`config.mk`:
```
export PLATFORM = sky130hd
export DESIGN_NAME = aes_key_expand_multi
export DESIGN_NICKNAME = d
export VERILOG_FILES = /design/src/rtl/aes_key_expand_multi.sv
export SDC_FILE = /design/constraint.sdc
export NUM_CORES = 2
export LEC_CHECK = 0
export ABC_AREA = 1
export BUFFER_PORTS_ARGS = -buffer_cell sky130_fd_sc_hd__buf_2
export CELL_PAD_IN_SITES_DETAIL_PLACEMENT = 0
export CELL_PAD_IN_SITES_GLOBAL_PLACEMENT = 2
export CORE_MARGIN = 4
export CORE_UTILIZATION = 25
export DETAILED_ROUTE_END_ITERATION = 8
export GPL_TIMING_DRIVEN = 0
export PLACE_DENSITY = 0.72
export SLEW_MARGIN = 0
export SYNTH_ARGS = -nofsm -noshare
export SYNTH_HDL_FRONTEND = slang
export SYNTH_SLANG_ARGS = --single-unit
```
`constraint.sdc`:
```
create_clock -name clk -period 3.45 [get_ports clk]
set_input_delay 0.5175 -clock clk [delete_from_list [all_inputs] [get_ports clk]]
set_output_delay 0.5175 -clock clk [all_outputs]
set_load 0.1 [all_outputs]
```
`src/rtl/aes_key_expand_multi.sv`:
```
// Iterative AES-128/192/256 key schedule streaming 128-bit round keys over valid/ready.
// WORDS_PER_CYCLE chained word generators feed a 4-word assembly buffer ahead of the output register.
module aes_key_expand_multi #(
    parameter int WORDS_PER_CYCLE = 1
) (
    input  logic         clk,
    input  logic         reset,
    input  logic         i_start,
    input  logic [1:0]   i_key_len,
    input  logic [255:0] i_key,
    output logic         o_busy,
    output logic         o_rk_valid,
    input  logic         i_rk_ready,
    output logic [127:0] o_rk_data,
    output logic [3:0]   o_rk_index,
    output logic         o_rk_last,
    output logic         o_done,
    output logic         o_key_err
);

    localparam logic [2047:0] SBOX = {
        128'h637c777bf26b6fc53001672bfed7ab76, 128'hca82c97dfa5947f0add4a2af9ca472c0,
        128'hb7fd9326363ff7cc34a5e5f171d83115, 128'h04c723c31896059a071280e2eb27b275,
        128'h09832c1a1b6e5aa0523bd6b329e32f84, 128'h53d100ed20fcb15b6acbbe394a4c58cf,
        128'hd0efaafb434d338545f9027f503c9fa8, 128'h51a3408f929d38f5bcb6da2110fff3d2,
        128'hcd0c13ec5f974417c4a77e3d645d1973, 128'h60814fdc222a908846eeb814de5e0bdb,
        128'he0323a0a4906245cc2d3ac629195e479, 128'he7c8376d8dd54ea96c56f4ea657aae08,
        128'hba78252e1ca6b4c6e8dd741f4bbd8b8a, 128'h703eb5664803f60e613557b986c11d9e,
        128'he1f8981169d98e949b1e87e9ce5528df, 128'h8ca1890dbfe6426841992d0fb054bb16
    };

    function automatic logic [7:0] sb(input logic [7:0] x);
        return SBOX[2047 - 8*int'(x) -: 8];
    endfunction

    function automatic logic [31:0] sub_word(input logic [31:0] w);
        return {sb(w[31:24]), sb(w[23:16]), sb(w[15:8]), sb(w[7:0])};
    endfunction

    function automatic logic [7:0] xtime(input logic [7:0] r);
        return {r[6:0], 1'b0} ^ (r[7] ? 8'h1b : 8'h00);
    endfunction

    function automatic logic [31:0] key_word(input logic [255:0] k, input logic [2:0] n);
        return k[255 - 32*int'(n) -: 32];
    endfunction

    typedef enum logic [1:0] {S_IDLE, S_RUN, S_DRAIN, S_DONE} state_t;

    state_t              r_state, w_next;
    logic [255:0]        r_key;
    logic [3:0]          r_nk, r_nr;
    logic [7:0][31:0]    r_win;        // r_win[j] = w[i-1-j]
    logic [5:0]          r_i;
    logic [2:0]          r_mod;        // i mod Nk
    logic [7:0]          r_rcon;
    logic [3:0][31:0]    r_asm;
    logic                r_asm_full;
    logic [3:0]          r_asm_idx;
    logic                r_key_err;

    logic                w_accept, w_adv, w_gen_last, w_asm_done;
    logic [7:0][31:0]    w_win;
    logic [5:0]          w_i, w_total;
    logic [2:0]          w_mod;
    logic [7:0]          w_rcon;
    logic [3:0][31:0]    w_asm;
    logic [31:0]         w_word, w_t;

    assign w_accept  = (r_state == S_IDLE) && i_start && (i_key_len != 2'd3);
    assign w_adv     = !(o_rk_valid && !i_rk_ready);
    assign w_total   = {r_nr + 4'd1, 2'b00};
    assign o_busy    = (r_state != S_IDLE);
    assign o_done    = (r_state == S_DONE);
    assign o_key_err = r_key_err;

    // Generator stages chained within one cycle; words never straddle a round key
    // because the word count per cycle divides 4.
    always_comb begin
        w_win      = r_win;
        w_i        = r_i;
        w_mod      = r_mod;
        w_rcon     = r_rcon;
        w_asm      = r_asm;
        w_asm_done = 1'b0;
        w_gen_last = 1'b0;
        w_word     = '0;
        w_t        = '0;
        for (int s = 0; s < WORDS_PER_CYCLE; s++) begin
            if (w_i < {2'b00, r_nk}) begin
                w_word = key_word(r_key, w_i[2:0]);
            end else begin
                w_t = w_win[0];
                if (w_mod == 3'd0) begin
                    w_t    = sub_word({w_t[23:0], w_t[31:24]}) ^ {w_rcon, 24'h0};
                    w_rcon = xtime(w_rcon);
                end else if (r_nk == 4'd8 && w_mod == 3'd4) begin
                    w_t = sub_word(w_t);
                end
                w_word = w_win[r_nk[2:0] - 3'd1] ^ w_t;
            end
            w_asm[w_i[1:0]] = w_word;
            if (w_i[1:0] == 2'd3)          w_asm_done = 1'b1;
            if (w_i == w_total - 6'd1)     w_gen_last = 1'b1;
            w_win = {w_win[6:0], w_word};
            w_mod = (w_mod == r_nk[2:0] - 3'd1) ? 3'd0 : w_mod + 3'd1;
            w_i   = w_i + 6'd1;
        end
    end

    always_comb begin
        w_next = r_state;
        case (r_state)
            S_IDLE:  if (w_accept) w_next = S_RUN;
            S_RUN:   if (w_adv && w_gen_last) w_next = S_DRAIN;
            S_DRAIN: if (o_rk_valid && i_rk_ready && o_rk_last) w_next = S_DONE;
            S_DONE:  w_next = S_IDLE;
            default: w_next = S_IDLE;
        endcase
    end

    always_ff @(posedge clk) begin
        if (reset) begin
            r_state    <= S_IDLE;
            r_key      <= '0;
            r_nk       <= '0;
            r_nr       <= '0;
            r_win      <= '0;
            r_i        <= '0;
            r_mod      <= '0;
            r_rcon     <= '0;
            r_asm      <= '0;
            r_asm_full <= 1'b0;
            r_asm_idx  <= '0;
            r_key_err  <= 1'b0;
            o_rk_valid <= 1'b0;
            o_rk_data  <= '0;
            o_rk_index <= '0;
            o_rk_last  <= 1'b0;
        end else begin
            r_state   <= w_next;
            r_key_err <= (r_state == S_IDLE) && i_start && (i_key_len == 2'd3);
            // Output reload and generation share one enable, so a stalled key holds everything upstream.
            if (w_adv) begin
                if (r_asm_full) begin
                    o_rk_valid <= 1'b1;
                    o_rk_data  <= {r_asm[0], r_asm[1], r_asm[2], r_asm[3]};
                    o_rk_index <= r_asm_idx;
                    o_rk_last  <= (r_asm_idx == r_nr);
                end else begin
                    o_rk_valid <= 1'b0;
                end
                if (r_state == S_RUN) begin
                    r_win      <= w_win;
                    r_i        <= w_i;
                    r_mod      <= w_mod;
                    r_rcon     <= w_rcon;
                    r_asm      <= w_asm;
                    r_asm_full <= w_asm_done;
                    r_asm_idx  <= r_i[5:2];
                end else begin
                    r_asm_full <= 1'b0;
                end
            end
            if (w_accept) begin
                r_key      <= i_key;
                r_win      <= '0;
                r_i        <= '0;
                r_mod      <= '0;
                r_rcon     <= 8'h01;
                r_asm      <= '0;
                r_asm_full <= 1'b0;
                case (i_key_len)
                    2'd0:    begin r_nk <= 4'd4; r_nr <= 4'd10; end
                    2'd1:    begin r_nk <= 4'd6; r_nr <= 4'd12; end
                    default: begin r_nk <= 4'd8; r_nr <= 4'd14; end
                endcase
            end
        end
    end

endmodule

```
# [Yosys cells after proc, flatten, opt, wreduce, memory -nomap -nowiden]
# Cells that the tools add are included.
# Widths: inputs -> output; s select.
[word_totals] regBits=807 elab_cells=117 out_inout_bits=137 inputBits=262
[classes] order_cmp=4 n_mux=26 n_shift=5 eq_ne=17 addsub=10 reduce_logical=23 bitwise_logic=5
[ops] op="$shiftx 2055x12->8 const A" n=4
[ops] op="$shiftx 287x9->32" n=1
[ops] op="$mux 32" n=6
[ops] op="$bwmux 128" n=1
[ops] op="$bmux 32 s3" n=1
[ops] op="$demux 32 s2" n=1
[ops] op="$xor 32x32->32" n=2
[ops] op="$sub 11x11->12 const A" n=4
[ops] op="$ne 2x2->1 const B" n=6
[ops] op="$logic_and 1x1->1" n=9
[ops] op="$mux 1" n=9
[ops] op="$sub 8x8->9 const A" n=1
[ops] op="$eq 2x2->1 const B" n=4
[ops] op="$pmux 2 s4" n=1
[ops] op="$pmux 4 s2" n=1
[ops] op="$reduce_and 4->1" n=2
[ops] op="$xor 8x5->8" n=1
[ops] op="$add 6x1->6 const B" n=1
[ops] op="$eq 6x6->1" n=1
[ops] op="$lt 6x4->1" n=1
[ops] op="$mux 2" n=3
[ops] op="$pmux 3 s2" n=1
[ops] op="$reduce_bool 2->1" n=3
[ops] op="$sub 6x1->6 const B" n=1
[ops] op="20 further kinds" n=25

# [Depth between registers and ports, before layout]
[depth] word_depth=8 depth_mapped=23 depth_no_buf=21

# [Least setup slack after synthesis]
# No wires, ideal clock.
[synth_timing] path_type="reg-to-reg" start="reg r_win[25] (netlist bit)" end="reg r_asm[121] (netlist bit)" synth_period_minus_slack_ns=2.735 path_buffers=0 path_stages_with_launch=20 path_slack_ns=0.715 arrival_time_ns=2.626 path_cell_list="dfxtp_1 > clkinv_1 > ha_1 > inv_1 > nand2_1 > inv_1 > nor2_1 > nand2_1 > nand3_1 > nand3_1 > nand3_1 > nand3_1 > nand3_1 > nand2_1 > nand2_1 > nand2_1 > nand3_1 > nand3_1 > nand2_1 > inv_1"
[synth_between] elab_chain_len=8
[synth_rtl] element="start, declared" line="53" text="logic [7:0][31:0] r_win;"
[synth_rtl] element="start signal, assigned" line="154" text="r_win <= w_win;"
[synth_rtl] element="$sub 11x11->12" line="33" text="return SBOX[2047 - 8*int'(x) -: 8];"
[synth_rtl] element="$shiftx 2055x12->8" line="33"
[synth_rtl] element="$mux 32" line="97" text="end else if (r_nk == 4'd8 && w_mod == 3'd4) begin"
[synth_rtl] element="$mux 32" line="94" text="if (w_mod == 3'd0) begin"
[synth_rtl] element="$mux 32" line="90" text="if (w_i < {2'b00, r_nk}) begin"
[synth_rtl] element="$xor 32x32->32 *" line="100" text="w_word = w_win[r_nk[2:0] - 3'd1] ^ w_t;"
[synth_rtl] element="$mux 32 *" line="90"
[synth_rtl] element="$bwmux 128 *" line="102" text="w_asm[w_i[1:0]] = w_word;"
[synth_rtl] element="end signal, assigned" line="158" text="r_asm <= w_asm;"
[synth_rtl] element="end, declared" line="57" text="logic [3:0][31:0] r_asm;"
# Mark *: on every way between the ends. The rest lies on a longest branch, timed or not. The select of a mux whose other input is x is not followed.
# A chain may end at the register's enable or synchronous reset.

# [Final worst setup path]
[layout_timing] start="reg r_win[4] (netlist bit)" end="reg r_win[8] (netlist bit)"
[layout_between] elab_chain_len=7
[layout_rtl] element="$sub 11x11->12" line="33"
[layout_rtl] element="$shiftx 2055x12->8" line="33"
[layout_rtl] element="$xor 32x32->32" line="95" text="w_t = sub_word({w_t[23:0], w_t[31:24]}) ^ {w_rcon, 24'h0};"
[layout_rtl] element="$mux 32" line="94"
[layout_rtl] element="$mux 32" line="90"
[layout_rtl] element="$xor 32x32->32" line="100"
[layout_rtl] element="$mux 32" line="90"
# No other way between the ends. The select of a mux whose other input is x is not followed.

==> results.txt <==
Switching pwr: 30,900 uW
Hold Crit Class: input port to flop
TritonCTS Buffers: 97
Ys Warns: 0
Post-Synthesis Cells: 6,928
CP delay by family, top: buffers and inverters
Clock group share of total power: 0.195
Design internal power: 26,400 uW
CP Data Arrival Time: 4.02 ns
Core area: 176,000 sq um
Cell mode on critical path: nand2_1
Number of port buffers: 398
Final Setup Violations: 1
Logic pwr share: 0.587
Hold Fails Final Rpt: 0
Reg2reg setup slack: -0.006 ns
DRC Markers: 0
Max-slew violations: 0
Crit-path cells: clkbuf_1 -> buf_2 -> clkdlybuf4s15_1 -> o21ai_0 -> nand3_1 -> nand3_2 -> nand2_1 -> nand2_1 -> nand2_1 -> nand2_1 -> nand3_4 -> nand3_1 -> nand2_1 -> inv_1
H-Tree Depth: 3
Final GP Congestion: 1.01
Number of cells on the critical path: 14
First-pass GRT wire length: 406,000 um
Period utilization: 1.00
Fmax: 0.289 GHz
CP max FO: 10
Iteration-0 DRC Markers: 5,863
Cell variety after synth: 42
Full die area: 184,000 sq um
Mux cell area share after synthesis: 0
Tmin final: 3.46 ns
Crit end category: flop
Sink Count: 805
Slowest stage delay, CP: 0.80 ns
Post-Synth Simple-Gate Area: 0.323
Seq/Total Area, Yosys: 0.365
Critical path data required time: 4.01 ns
Reg-to-reg endpoint: r_win[8]
Final nets: 7,837
Via density: 5.38
# rows: 154
Slew margin rel.: 0.0143
Layout cells sized above 1: 0.140
Outcome: finished with violations
Post-Route WL: 297,000 um
Post-DP HPWL: 233,000 um
Failing checks: negative setup slack
Worst VDD drop: 0.000455 V
Die Span Y: 428 um
Startpoint types: flop
Post-synthesis xor/xnor area fraction: 0.000396
Clock Latency Late Sink: 0.75 ns
FF-to-FF path depth: 14
DR WL/cell: 29.9 um
Post-synth top area cell: dfxtp_1
Syn_nets: 7,260
Initial antenna violation count: 8
Grt ovf: 0
Top Ports: 399
Net Sw Frac: 0.539
Post-synth EDFFs: 0
DIE WIDTH: 428 um
Buf+Inv Stages, Crit Path: 4
Crit path kind: flop to flop
Largest net degree at the start of global routing: 17
Fin worst setup slack: -0.00646 ns
Asr flop ratio synth: 0
Buffer levels on the longest clock path: 3
Synth Flop Type: dfxtp_1
Vias: 53,400
Sequential share of power: 0.218
Mapped cell area: 44,200 sq um
Synth Area per Inst: 6.38 sq um
Clock Pin Slew Worst Setup and Hold Paths: 0.06 ns
Setup crit end: r_win[8]
Max Cap Viol: 0
Worst Skew: 0.0789 ns
ANT nets after route: 0
Complex-gate fraction of the synthesized area: 0.201
RSZ-0062 raised after global routing: yes
1st-pass router iterations: 7
Adder-cell area share of the yosys netlist: 0.0198
Place WS: -2.02 ns
Starting Density: 0.251
Crit Reg-Reg Startpoint: r_win[4]
Worst-Margin Slew: 1.48 ns
Slowest CP cell: clkdlybuf4s15_1
Setup TNS: -0.00646 ns
Vias in the first global route: 50,800
Power Density: 1040 nW/um^2
P&R area growth vs syn: 24.1%
Global-route usage over all layers: 0.307
Seq cells post-synth: 805
CP startpoint: r_win[4]
Pleak: 0.0240 uW
CTS tree: yes
Synth area leaders: dfxtp_1 36%, nand3_1 12%, nor2_1 10%, o21ai_0 9.7%, nand2_1 9.6%
Clock Tree Root: clkbuf_16
Area share of the largest cell type after synthesis: 0.365
Largest family of logic cells by synthesized area: simple AND/OR/NAND/NOR gates
-- area by class of cell --
class / count / area [sq um]
clock inverters: 36 / 607
plain buffers: 525 / 2300
clock buffers: 143 / 2870
multi-input cells: 5104 / 25300
diodes: 7 / 17.5
fillers: 19800 / 121000
inverters: 493 / 1910
repair buffers: 479 / 2750
well taps: 2340 / 2930
flip-flops and latches: 805 / 16100
-- worst register-to-register path: cells and delay by family, from the launching register on --
| family | cells | cell delay (ns) |
|---|---|---|
| AO/OA/AOI/OAI | 1 | 0.26 |
| flip-flops | 1 | 0.32 |
| AND/OR/NAND/NOR | 9 | 1.31 |
| buffers and inverters | 4 | 1.41 |
-- synthesized netlist by cell type (all sizes together) (2+ instances only) --
cell / instances
a32oi: 28
a21oi: 453
o22ai: 14
o21a: 85
ha: 70
o2111ai: 2
nand3b: 10
buf: 154
nand3: 1041
a211oi: 6
clkbuf: 372
o21ai: 873
dfxtp: 805
nand2: 1146
nor3: 7
clkinv: 10
o211ai: 147
nor2: 1189
a31oi: 6
inv: 483
nand4: 17
-- through the flow --
step	hold WS, ns	total power [uW]	std cells	util	instance area (sq um)
after floorplan	0.429	28600	6928	-	44200
after global placement	0.439	43000	9666	0.279	49100
after detailed placement	0.445	42500	9674	0.280	49200
after CTS	0.00200	55300	9907	0.308	54100
after global routing	0.0320	59400	9926	0.312	54800
final	0.0463	57200	9932	0.312	54800
-- cells in the final DEF (no fill, tap or decap), drive strengths merged, types with 85 or more instances in the layout --
| cell | Yosys | routed |
|---|---|---|
| nand3 | 1041 | 1041 |
| nand2 | 1146 | 1146 |
| clkbuf | 372 | 511 |
| o21a | 85 | 85 |
| a21oi | 453 | 453 |
| inv | 483 | 483 |
| nor2 | 1189 | 1189 |
| dfxtp | 805 | 805 |
| o211ai | 147 | 147 |
| buf | 154 | 625 |
| o21ai | 873 | 873 |
-- flip-flops by register name (all words and copies together) (netlist names) --
register and count:
r_state 2, r_win 256, r_nr 3, r_asm_idx 4, r_nk 3, o_rk_valid 1
r_i 6, o_rk_last 1, o_rk_data 128, o_rk_index 4, r_mod 3, r_asm_full 1
o_key_err 1, r_rcon 8, r_key 256, r_asm 128
-- cells by family after synthesis --
| family | after synthesis |
|---|---|
| and+or+nand+nor | 3411 |
| AOI/OAI and AO/OA | 1621 |
| buffers and inverters | 1019 |
| DFF | 805 |
| adders and majority gates | 70 |
| xor gates and xnor gates | 2 |
-- timing repair --
item / CTS / global route
hold buffers: 10 / 0
pin swaps: 27 / 12
endpoints found under the hold margin: 10 / 0
gates resized for setup: 288 / 134
endpoints found under the setup margin: 473 / 186
setup buffers: 45 / 18
gates cloned: 0 / 0
-- routing by layer --
metal  track usage  wire, um
met4         0.143     16800
met5             0        38
met2         0.515    138000
met1         0.390    123000
met3        0.0439     19500
-- power groups by stage --
stage	clock network, uW	logic, uW	registers [uW]
after detailed placement	0	29900	12700
after global routing	11600	35100	12700
after floorplan	0	16400	12200
after global placement	0	30400	12600
after CTS	11300	31500	12500
final	11100	33600	12500
-- worst min path at each step --
stage | from | to | slack (ns) | depth (start not counted)
floorplan | r_key[0] | r_key[0] | 0.43 | 2
global placement | r_key[200] | r_key[200] | 0.44 | 2
detailed placement | r_key[196] | r_key[196] | 0.44 | 2
CTS | i_key[120] | r_key[120] | 0.002 | 3
global route | i_key[121] | r_key[121] | 0.03 | 3
finish | i_key[172] | r_key[172] | 0.05 | 3
Note: power is estimated with default switching activity, not from simulation.
